<file path="config.mk">
export PLATFORM = sky130hd
export DESIGN_NAME = pc_fetch_unit
export DESIGN_NICKNAME = d
export VERILOG_FILES = /design/src/rtl/rv32i_pkg.sv /design/src/rtl/pc_next_logic.sv /design/src/rtl/pc_fetch_unit.sv
export SDC_FILE = /design/constraint.sdc
export NUM_CORES = 1
export LEC_CHECK = 0
export ABC_AREA = 1
export CORE_UTILIZATION = 40
export DETAILED_ROUTE_END_ITERATION = 6
export GPL_TIMING_DRIVEN = 0
export HOLD_SLACK_MARGIN = 0.15
export PLACE_DENSITY = 0.83
export SLEW_MARGIN = 20
export SYNTH_ARGS = -nofsm -noshare
export SYNTH_HDL_FRONTEND = slang
export SYNTH_SLANG_ARGS = --single-unit
export TNS_END_PERCENT = 30
</file>
<file path="constraint.sdc">
create_clock -name clk -period 4.7 [get_ports clk]
set_input_delay 0.705 -clock clk [delete_from_list [all_inputs] [get_ports clk]]
set_output_delay 0.705 -clock clk [all_outputs]
set_load 0.01 [all_outputs]
</file>
<file path="src/rtl/rv32i_pkg.sv">
// rtl/rv32i_pkg.sv - shared fetch-stage types and constants
//
// Purpose: fetch FSM state type, PC increment and default reset/trap vectors
//          shared by the program-counter fetch logic.
// Contents:
//   fetch_state_t        BOOT / FETCH / TRAP
//   PC_STEP              byte distance between sequential instructions
//   DEFAULT_RESET_VECTOR pc value after reset
//   DEFAULT_TRAP_VECTOR  pc value after a misaligned-target trap
package rv32i_pkg;

  typedef enum logic [1:0] {
    BOOT  = 2'd0,
    FETCH = 2'd1,
    TRAP  = 2'd2
  } fetch_state_t;

  localparam int          PC_STEP              = 4;
  localparam logic [31:0] DEFAULT_RESET_VECTOR = 32'h0000_0000;
  localparam logic [31:0] DEFAULT_TRAP_VECTOR  = 32'h0000_0100;

endpackage

</file>
<file path="src/rtl/pc_next_logic.sv">
// rtl/pc_next_logic.sv - combinational next-PC select and alignment check
//
// Purpose: picks sequential pc+4 or the ALU redirect target and flags a
//          redirect target that is not word aligned.
// Ports:
//   pc          in   XLEN  current PC
//   pc_sel      in   1     0: sequential, 1: redirect to alu_target
//   alu_target  in   XLEN  branch/jump target
//   next_pc     out  XLEN  selected next PC
//   pc_plus4    out  XLEN  pc + 4, wrapping modulo 2^XLEN
//   misaligned  out  1     redirect selected and target[1:0] != 0
module pc_next_logic
  import rv32i_pkg::*;
#(
  parameter int XLEN = 32
) (
  input  logic [XLEN-1:0] pc,
  input  logic            pc_sel,
  input  logic [XLEN-1:0] alu_target,
  output logic [XLEN-1:0] next_pc,
  output logic [XLEN-1:0] pc_plus4,
  output logic            misaligned
);

  // Natural XLEN-bit overflow gives the required wrap at the top of memory.
  assign pc_plus4   = pc + XLEN'(PC_STEP);
  assign next_pc    = pc_sel ? alu_target : pc_plus4;
  // Sequential fetch cannot misalign; only a redirect target is checked.
  assign misaligned = pc_sel & (alu_target[1:0] != 2'b00);

endmodule

</file>
<file path="src/rtl/pc_fetch_unit.sv">
// rtl/pc_fetch_unit.sv - RV32I program counter and instruction fetch control
//
// Purpose: holds the PC register, fetch FSM (BOOT/FETCH/TRAP), captured
//          misaligned target and completed-fetch counter.
// Ports:
//   clk            in   1     clock, all state on posedge
//   rst            in   1     synchronous active-high reset
//   stall          in   1     hold request; freezes PC in FETCH
//   PCSel          in   1     0: next = pc+4, 1: next = alu_target
//   alu_target     in   XLEN  branch/jump target
//   imem_ready     in   1     instruction memory completes this cycle
//   pc_out         out  XLEN  current PC (registered)
//   pc_plus4       out  XLEN  pc_out + 4
//   imem_req       out  1     fetch request valid
//   instr_valid    out  1     fetch completes this cycle
//   misalign_trap  out  1     one-cycle misaligned-target trap pulse
//   bad_pc         out  XLEN  captured offending target
//   fetch_count    out  32    completed fetches, wrapping
module pc_fetch_unit
  import rv32i_pkg::*;
#(
  parameter int              XLEN         = 32,
  parameter logic [XLEN-1:0] RESET_VECTOR = XLEN'(DEFAULT_RESET_VECTOR),
  parameter logic [XLEN-1:0] TRAP_VECTOR  = XLEN'(DEFAULT_TRAP_VECTOR)
) (
  input  logic            clk,
  input  logic            rst,
  input  logic            stall,
  input  logic            PCSel,
  input  logic [XLEN-1:0] alu_target,
  input  logic            imem_ready,
  output logic [XLEN-1:0] pc_out,
  output logic [XLEN-1:0] pc_plus4,
  output logic            imem_req,
  output logic            instr_valid,
  output logic            misalign_trap,
  output logic [XLEN-1:0] bad_pc,
  output logic [31:0]     fetch_count
);

  fetch_state_t    state;
  logic [XLEN-1:0] next_pc;
  logic            misaligned;
  logic            advance;

  pc_next_logic #(.XLEN(XLEN)) u_next (
    .pc         (pc_out),
    .pc_sel     (PCSel),
    .alu_target (alu_target),
    .next_pc    (next_pc),
    .pc_plus4   (pc_plus4),
    .misaligned (misaligned)
  );

  // Outputs decode the registered state; rst masks them in the same cycle so
  // no request or pulse escapes while reset is being applied.
  assign imem_req      = ~rst & (state == FETCH);
  assign instr_valid   = imem_req & imem_ready;
  assign misalign_trap = ~rst & (state == TRAP);

  // A stalled but ready fetch still returns valid data; only the PC holds.
  assign advance = (state == FETCH) & imem_ready & ~stall;

  always_ff @(posedge clk) begin
    if (rst) begin
      state       <= BOOT;
      pc_out      <= RESET_VECTOR;
      bad_pc      <= '0;
      fetch_count <= '0;
    end else begin
      case (state)
        BOOT: begin
          state <= FETCH;
        end
        FETCH: begin
          if (advance) begin
            fetch_count <= fetch_count + 32'd1;
            if (misaligned) begin
              // PC stays on the branch instruction; the trap supplies the new PC.
              bad_pc <= alu_target;
              state  <= TRAP;
            end else begin
              pc_out <= next_pc;
            end
          end
        end
        TRAP: begin
          pc_out <= TRAP_VECTOR;
          state  <= FETCH;
        end
        default: begin
          state <= BOOT;
        end
      endcase
    end
  end

endmodule

</file>
==> impl_results.md, run 1 <==
* Clk sink count at 98
* P_leak at 2.68 nW
* Final worst path period share at 0.703
* R2R Setup Slk at 2600 ps
* Synthesized cell area at 5320 sq um
* Htree depth at 3
* Flops & latches, synth at slightly below 100
* Critical Path RT at 3990 ps
* EDFF count, synth at 0
* Fin. Hold Viols at 0
* Initial antenna violation count at 0
* FF-to-FF End: pc_out[21]$_SDFFE_PP0P_
* Synth area leader: dfxtp_1
* Setup ws final at 1390 ps
* Boundary Pins at approximately 170
* Non-Filler Instances at 1205
* Reg2Reg Depth at 10
* Core area at 12800 sq um
* Syn_nets at 895
* Min Hold Slack at roughly 460 ps
* WL per Instance at about 14 um
* Cts bufs inserted at 9
* Post-synth top area share at 0.369
* Min Clock Period, post-route at between 3000 and 4000 ps
* GR Overflow Total at 0
* Post-CTS Resized at 0
* CP Capture Type: output port
* Tot Pwr at 1.89 mW
* Design Area, Final at 7500 sq um
* Placement Setup Slack at 1390 ps
* Status: finished, final reports clean
* CTS Buffer Depth at 2
* Crit Reg-Reg Startpoint: state[1]$_SDFFE_PP0P_
* Total routed wirelength at 17300 um
* TritonCTS clock tree: built
* Warnings from Yosys at 0
* Die ar. at 13800 sq um
* Top post-synthesis cells by count: 257 x nand2_1, 145 x nor2_1, 98 x dfxtp_1, 78 x a21oi_1, 74 x inv_1
* Max Fclk at 302 MHz
* CTS clock-pin slew for the worst setup and hold paths at approximately 70 ps
* Vias in the first global route at 5790
* Via count at 6050
* Post-CTS setup buffer count at 0
* CP Launch Type: flop
* Filler cells at 1218
* Nets@finish at 1071
* Synth Area per Inst at 6.24 sq um
* Clock skew at 8.01 ps
* Slew Viols, Final at 0
* P&R area growth vs syn at 40.9%
* Setup violators final at 0
* Hold Crit Endpoint: bad_pc[12]$_SDFFE_PP0P_
* # diodes at 0
* Initial DRC count at 540
* Unique masters post-synth at 32
* Dpl cell area at 7190 sq um
* # port buffers at 165
* RSZ-0062 raised after global routing: no
* Post-synth ARST share at 0
* Synth Instances at 853
* Most common cell in the netlist: nand2_1
* CP Max Fanout at 7
* Rows at 41
* Crit path kind: flop to output port
* Post-synthesis sequential area ratio at 0.369
* Synth top area cells: dfxtp_1 37%, nand2_1 18%, nor2_1 10%, a21oi_1 7.3%, nand3_1 6.8%
* Pwr dens at between 200 and 300 nW/um^2
* Max cap viols at 0
* Worst-Margin Slew at 621 ps
* Placed insts at ~1200
* Hold path depth at 2
* DIE HEIGHT at 117 um
* First-pass GRT wire length at about 29000 um
* Worst skew pair latency at between 300 and 400 ps
* Post-route ant nets at 0
* Crit path DAT at 2600 ps
* Clk root buf: clkbuf_16
* Via density at 5.02
* Ys flop type: dfxtp_1
* Initial DRT Pass Iterations at 4
* VDD IR max at approximately 0.15 mV
* Hold Startpoint: bad_pc[12]$_SDFFE_PP0P_
* Cts-stage hold buffer count at 0
* Initial Utilization at 0.416
* Die X at 117 um
* Setup TNS at 0 ps
* Gpl congestion at 0.953
* Dpl hpwl at about 13000 um
* Hold Crit Class: flop to flop
* Max-slew headroom at 0.586
* DRC at 0
* Final Util at 0.587
* Pin count of the biggest net entering global routing at 16
* Share of cells above drive strength 1 at 0.0407
* Total Routing Usage GR at 0.259
[cells by family (layout without fill, tap and decap cells)]
logic type      Yosys count  count (layout)  share of synthesized area
xor+xnor                 12              12                     0.0198
simple gates            505             505                      0.392
buf+inv                 109             289                     0.0861
fa+ha+maj                 5               5                     0.0118
flops                    98              98                      0.369
compound gates          124             124                      0.122
[state kept, by name (all words and copies together), names as in the netlist]
name         count
bad_pc          32
fetch_count     32
state            2
pc_out          32
[worst max-delay path, stage by stage, from the launching register on]
cell,delay (ps)
dfxtp_1,430
ha_1,250
nand2_1,70
nor2_1,150
nand2_1,210
nor2_1,360
nand3_1,150
nand2_1,100
clkdlybuf4s50_1,530
[per-layer routing]
layer / up-vias / wire length (um) / track usage
met3: 37 / 1330 / 0.0496
met1: 2713 / 7490 / 0.328
met4: 0 / 534 / 0.105
li1: 3067 / - / -
met2: 233 / 7980 / 0.429
met5: - / 0 / 0
[worst max-delay path by stage]
stage	startpoint	endpoint	slack (ps)
after global routing	pc_out[2]$_SDFFE_PP0P_	pc_plus4[26]	1160
after global placement	rst	misalign_trap	1420
after floorplan	rst	instr_valid	2420
after detailed placement	rst	misalign_trap	1390
final	pc_out[2]$_SDFFE_PP0P_	pc_plus4[22]	1390
after CTS	rst	misalign_trap	1380
[report_power, final]
part           switching, mW  total [mW]  internal [mW]
clock network          0.322       0.788          0.466
registers             0.0169       0.862          0.845
logic                  0.135       0.238          0.102
total                  0.474        1.89           1.41
[cells in the final DEF (no fill, tap or decap), types with 5 or more instances in the layout]
master / count
a21oi_1: 78
buf_2: 6
clkbuf_1: 21
clkbuf_16: 9
clkdlybuf4s50_1: 165
dfxtp_1: 98
ha_1: 5
inv_1: 74
nand2_1: 257
nand3_1: 72
nand3b_1: 5
nand4_1: 5
nor2_1: 145
nor3_1: 5
o211ai_1: 6
o21ai_0: 36
xor2_1: 8
[area by class of cell]
class | instances | area [sq um] | area share
plain buffers | 33 | 173 | 0.0230
clock buffers | 11 | 233 | 0.0310
clock inverters | 4 | 76.3 | 0.0102
inverters | 76 | 285 | 0.0381
multi-input cells | 646 | 2900 | 0.387
flip-flops and latches | 98 | 1960 | 0.262
well taps | 172 | 215 | 0.0287
repair buffers | 165 | 1650 | 0.220
Power figures use the tool's default switching activity.
==> run 2: changes to the inputs <==
PLACE_DENSITY = 0.85   (was 0.83)
clock period = 2.95 ns   (was 4.7 ns; I/O delays follow)
==> impl_results.md, run 2 (synthesis gave the netlist of run 1 again) <==
* DRC at 0 (unchanged)
* Via count at 6169 (+2.0%)
* P&R area growth vs syn at 41.3%
* Vias in the first global route at 5759 (-0.54%)
* Dpl hpwl at 13400 um (+1.1%)
* Design Area, Final at 7510 sq um (+0.25%)
* Initial DRC count at 420 (-22%)
* Routing usage on met3 at 0.0443 (-0.00535)
* Commonest non-fill, non-tap cell in the layout: nand2_1
* Core area at 12800 sq um (unchanged)
* Via density at 5.12 (+1.9%)
* CTS clock-pin slew for the worst setup and hold paths at 60 ps (about the same)
* Clock skew at 11.8 ps (+3.77 ps)
* Initial Utilization at 0.416 (unchanged)
* Die X at 117 um (unchanged)
* Setup violators final at 0 (unchanged)
* Placed insts at 1190 (unchanged)
* Cts-stage hold buffer count at 0 (unchanged)
* Pin count of the biggest net entering global routing at 17 (+1)
* GR Overflow Total at 0 (unchanged)
* CP Max Fanout at 10 (+3)
* RSZ-0062 raised after global routing: no
* Setup TNS at 0 ps (unchanged)
* Post-route ant nets at 0 (unchanged)
* DIE HEIGHT at 117 um (unchanged)
* WL per Instance at 14.5 um (+0.85%)
* GR Util met2 at 0.422 (-0.00703)
* Htree depth at 3 (unchanged)
* Leading registers by flop count: bad_pc: 32 flops, fetch_count: 32 flops, pc_out: 32 flops
* Worst-Margin Slew at 621 ps (+0.150 ps)
* CP Launch Type: input port
* CTS Buffer Depth at 2 (unchanged)
* Pwr dens at 385 nW/um^2 (+53%)
* Non-Filler Instances at 1206 (+0.083%)
* Max-slew headroom at 0.586 (about the same)
* P_leak at 2.67 nW (-0.50%)
* TritonCTS clock tree: built
* Gpl congestion at 0.960 (+0.69%)
* Initial antenna violation count at 0 (unchanged)
* Critical Path, Cell by Cell: clkbuf_1 -> clkbuf_1 -> clkbuf_1 -> nor2_1 -> clkdlybuf4s50_1
* Total routed wirelength at 17500 um (+0.93%)
* Initial DRT Pass Iterations at 5 (+1)
* Max Fclk at 359 MHz
* Total Routing Usage GR at 0.254 (-0.00434)
* Post-CTS setup buffer count at 0 (unchanged)
* Share of cells above drive strength 1 at 0.0542 (+0.0135)
* Min Clock Period, post-route at 2790 ps
* First-pass GRT wire length at 28200 um (-2.1%)
* CP Capture Type: output port
* Critical Path RT at 2510 ps (-1480 ps)
* CP most frequent cell: clkbuf_1
* Busiest layer in global routing: met2
* Max incr delay on CP at 530 ps (about the same)
* Hold Crit Class: flop to flop
* Slew Viols, Final at 0 (unchanged)
* Crit path DAT at 2350 ps (-250 ps)
* Clk sink count at 98 (unchanged)
* # port buffers at 165 (unchanged)
* Dpl cell area at 7190 sq um (unchanged)
* Rows at 41 (unchanged)
* Final worst path period share at 0.945
* Cts bufs inserted at 9 (unchanged)
* Status: finished, final reports clean
* Die ar. at 13800 sq um (unchanged)
* Crit path kind: input port to output port
* Nets@finish at 1071 (unchanged)
* Worst skew pair latency at 350 ps (about the same)
* Boundary Pins at 168 (unchanged)
* Most frequent cells in the layout: 255 x nand2_1, 165 x clkdlybuf4s50_1, 138 x nor2_1
* Met1 layer usage reported by global route at 0.321 (-0.00722)
* Max cap viols at 0 (unchanged)
* Slowest stage cell, crit path: clkdlybuf4s50_1
* VDD IR max at 0.248 mV (+68%)
* Fin. Hold Viols at 0 (unchanged)
* # diodes at 0 (unchanged)
* Clk root buf: clkbuf_16
run 2: through the flow:
step / worst slack, ps / total power, mW / utilization / hold WS, ps
after floorplan: 1080 / 1.59 / - / 454
after global placement: 197 / 1.77 / 0.563 / 448
after detailed placement: 160 / 1.78 / 0.563 / 452
after CTS: 10.2 / 2.90 / 0.585 / 462
after global routing: 31.9 / 3.00 / 0.588 / 477
final: 161 / 2.90 / 0.588 / 461
run 2: per-layer routing:
metal | vias up | part of all wire | wire length [um]
met2 | 279 | 0.46 | 8130
met5 | - | 0 | 0
met3 | 44 | 0.077 | 1350
li1 | 3061 | - | -
met4 | 0 | 0.034 | 597
met1 | 2785 | 0.42 | 7410
run 2: layout make-up:
| class | instances | area, sq um |
|---|---|---|
| Tap cell | 172 | 215 |
| Inverter | 76 | 285 |
| Clock buffer | 11 | 243 |
| Buffer | 33 | 173 |
| Sequential cell | 98 | 1960 |
| Clock inverter | 5 | 37.5 |
| Multi-Input combinational cell | 646 | 2950 |
| Timing Repair Buffer | 165 | 1650 |
| Fill cell | 1171 | 5260 |
run 2: final timing paths:
check             depth (start not counted)                     from                      end  slack (ps)
setup reg to reg                         10    state[1]$_SDFFE_PP0P_  pc_out[21]$_SDFFE_PP0P_         850
hold reg to reg                           2  bad_pc[16]$_SDFFE_PP0P_  bad_pc[16]$_SDFFE_PP0P_         460
hold / removal                            2  bad_pc[16]$_SDFFE_PP0P_  bad_pc[16]$_SDFFE_PP0P_         460
setup / recovery                          5                      rst            misalign_trap         160
run 2: power breakdown:
group	switching, mW	total (mW)	internal, mW
Combinational	0.214	0.378	0.163
Clock	0.545	1.15	0.601
Sequential	0.0266	1.37	1.35
Total	0.786	2.90	2.11
run 2: critical path, delay by kind of cell:
family / cells / cell delay [ps]
buffers and inverters: 4 / 1760
AND/OR/NAND/NOR: 1 / 140
run 2: repair_timing:
item | CTS | global route
resized for setup | 3 | 13
pin swaps | 0 | 1
endpoints found under the setup margin | 9 | 20
==> run 3: changes to the inputs <==
SETUP_SLACK_MARGIN = 0.15   (was not set)
SKIP_LAST_GASP = 1   (was not set)
==> impl_results.md, run 3 (synthesis gave the netlist of run 1 again) <==
* Fin. Hold Viols at 0 (unchanged)
* Rows at 41 (unchanged)
* Crit path DAT at 2320 ps (-30 ps)
* Setup TNS at 0 ps (unchanged)
* Die X at 117 um (unchanged)
* Worst-Margin Slew at 627 ps (+5.75 ps)
* Clk sink count at 98 (unchanged)
* CP Capture Type: output port
* Worst skew pair latency at 350 ps (about the same)
* Critical Path RT at 2510 ps (about the same)
* Initial Utilization at 0.416 (unchanged)
* Final worst path period share at 0.935 (-0.0105)
* Core area at 12800 sq um (unchanged)
* Gpl congestion at 0.960 (unchanged)
* # port buffers at 165 (unchanged)
* Htree depth at 3 (unchanged)
* DIE HEIGHT at 117 um (unchanged)
* Tot Pwr at 2.90 mW (about the same)
* First-pass GRT wire length at 28200 um (about the same)
* # diodes at 0 (unchanged)
* Crit path kind: flop to output port
* Cts bufs inserted at 9 (unchanged)
* Leading registers by flop count: bad_pc: 32 flops, fetch_count: 32 flops, pc_out: 32 flops
* DRC at 0 (unchanged)
* Via density at 5.13 (+0.27%)
* WL per Instance at 14.5 um (+0.16%)
* Max cap viols at 0 (unchanged)
* Slew Viols, Final at 0 (unchanged)
* Clock skew at 11.1 ps (-0.682 ps)
* RSZ-0062 raised after global routing: yes
* TritonCTS clock tree: built
* Total routed wirelength at 17500 um (+0.25%)
* Setup violators final at 0 (unchanged)
* Min Hold Slack at 461 ps (+0.157 ps)
* Die ar. at 13800 sq um (unchanged)
* Placement Setup Slack at 160 ps (unchanged)
* Setup ws final at 192 ps (+30.9 ps)
* Share of cells above drive strength 1 at 0.0580 (+0.00381)
* GR Overflow Total at 0 (unchanged)
* Pwr dens at 384 nW/um^2 (-0.22%)
* CTS clock-pin slew for the worst setup and hold paths at 70 ps (about the same)
* Max Fclk at 363 MHz (+1.1%)
* Clk root buf: clkbuf_16
* Post-route ant nets at 0 (unchanged)
* Status: finished, final reports clean
* Hold Crit Class: flop to flop
* Min Clock Period, post-route at 2760 ps (-30.9 ps)
* P&R area growth vs syn at 41.6%
* P_leak at 2.70 nW (+0.99%)
* Initial antenna violation count at 0 (unchanged)
* Boundary Pins at 168 (unchanged)
* Cts-stage hold buffer count at 0 (unchanged)
* Total Routing Usage GR at 0.255 (+0.000313)
* Via count at 6191 (+0.36%)
* Filler cells at 1163 (-0.68%)
* Max-slew headroom at 0.582 (-0.00383)
* CP Launch Type: flop
* Most frequent cells in the layout: 255 x nand2_1, 164 x clkdlybuf4s50_1, 137 x nor2_1
* Vias in the first global route at 5762 (+0.052%)
* Initial DRC count at 453 (+7.9%)
* VDD IR max at 0.247 mV (-0.11%)
* Nets@finish at 1072 (+0.093%)
* CP Max Fanout at 6 (-4)
* Dpl hpwl at 13400 um (unchanged)
* Pin count of the biggest net entering global routing at 17 (unchanged)
* Commonest non-fill, non-tap cell in the layout: nand2_1
* CTS Buffer Depth at 2 (unchanged)
* Initial DRT Pass Iterations at 5 (unchanged)
==> run 3: power by group <==
part           internal [mW]  total, mW  switching [mW]
clock network          0.601       1.15           0.545
registers               1.35       1.37          0.0266
logic                  0.163      0.378           0.215
==> run 3: metrics by stage <==
step,util,area (sq um),cells
floorplan,-,5320,853
detailed placement,0.563,7190,1190
global route,0.590,7530,1207
CTS,0.587,7500,1206
global placement,0.563,7190,1190
finish,0.590,7530,1207
==> run 3: per-layer routing <==
| metal | part of all wire | track usage | vias up |
|---|---|---|---|
| met5 | 0 | 0 | - |
| met4 | 0.033 | 0.114 | 0 |
| met3 | 0.079 | 0.0443 | 43 |
| met2 | 0.46 | 0.423 | 284 |
| met1 | 0.43 | 0.321 | 2803 |
| li1 | - | - | 3061 |
==> run 3: cell type report <==
class	instances	area, sq um	area share
clock buffers	11	243	0.0322
plain buffers	33	174	0.0231
inverters	76	285	0.0379
multi-input cells	646	2950	0.392
well taps	172	215	0.0286
repair buffers	166	1660	0.221
clock inverters	5	37.5	0.00498
flip-flops and latches	98	1970	0.261
==> run 3: what timing repair did <==
action,in CTS,in global routing
gates resized for setup,11,11
endpoints found under the setup margin,18,23
pin swaps,0,2
setup buffers,0,1
==> run 3: final timing paths <==
check | startpoint | to | slack [ps] | depth (start not counted)
hold / removal | bad_pc[16]$_SDFFE_PP0P_ | bad_pc[16]$_SDFFE_PP0P_ | 460 | 2
setup / recovery | pc_out[2]$_SDFFE_PP0P_ | pc_plus4[8] | 190 | 6
setup reg to reg | state[1]$_SDFFE_PP0P_ | pc_out[21]$_SDFFE_PP0P_ | 850 | 10
hold reg to reg | bad_pc[16]$_SDFFE_PP0P_ | bad_pc[16]$_SDFFE_PP0P_ | 460 | 2
==> run 3: worst max-delay path: stages, from the launching register on <==
cell and delay (ps):
dfxtp_2 380, ha_2 220, nand2_1 70, nor2_1 150, nand2_1 180, xnor2_1 350
clkdlybuf4s50_1 610
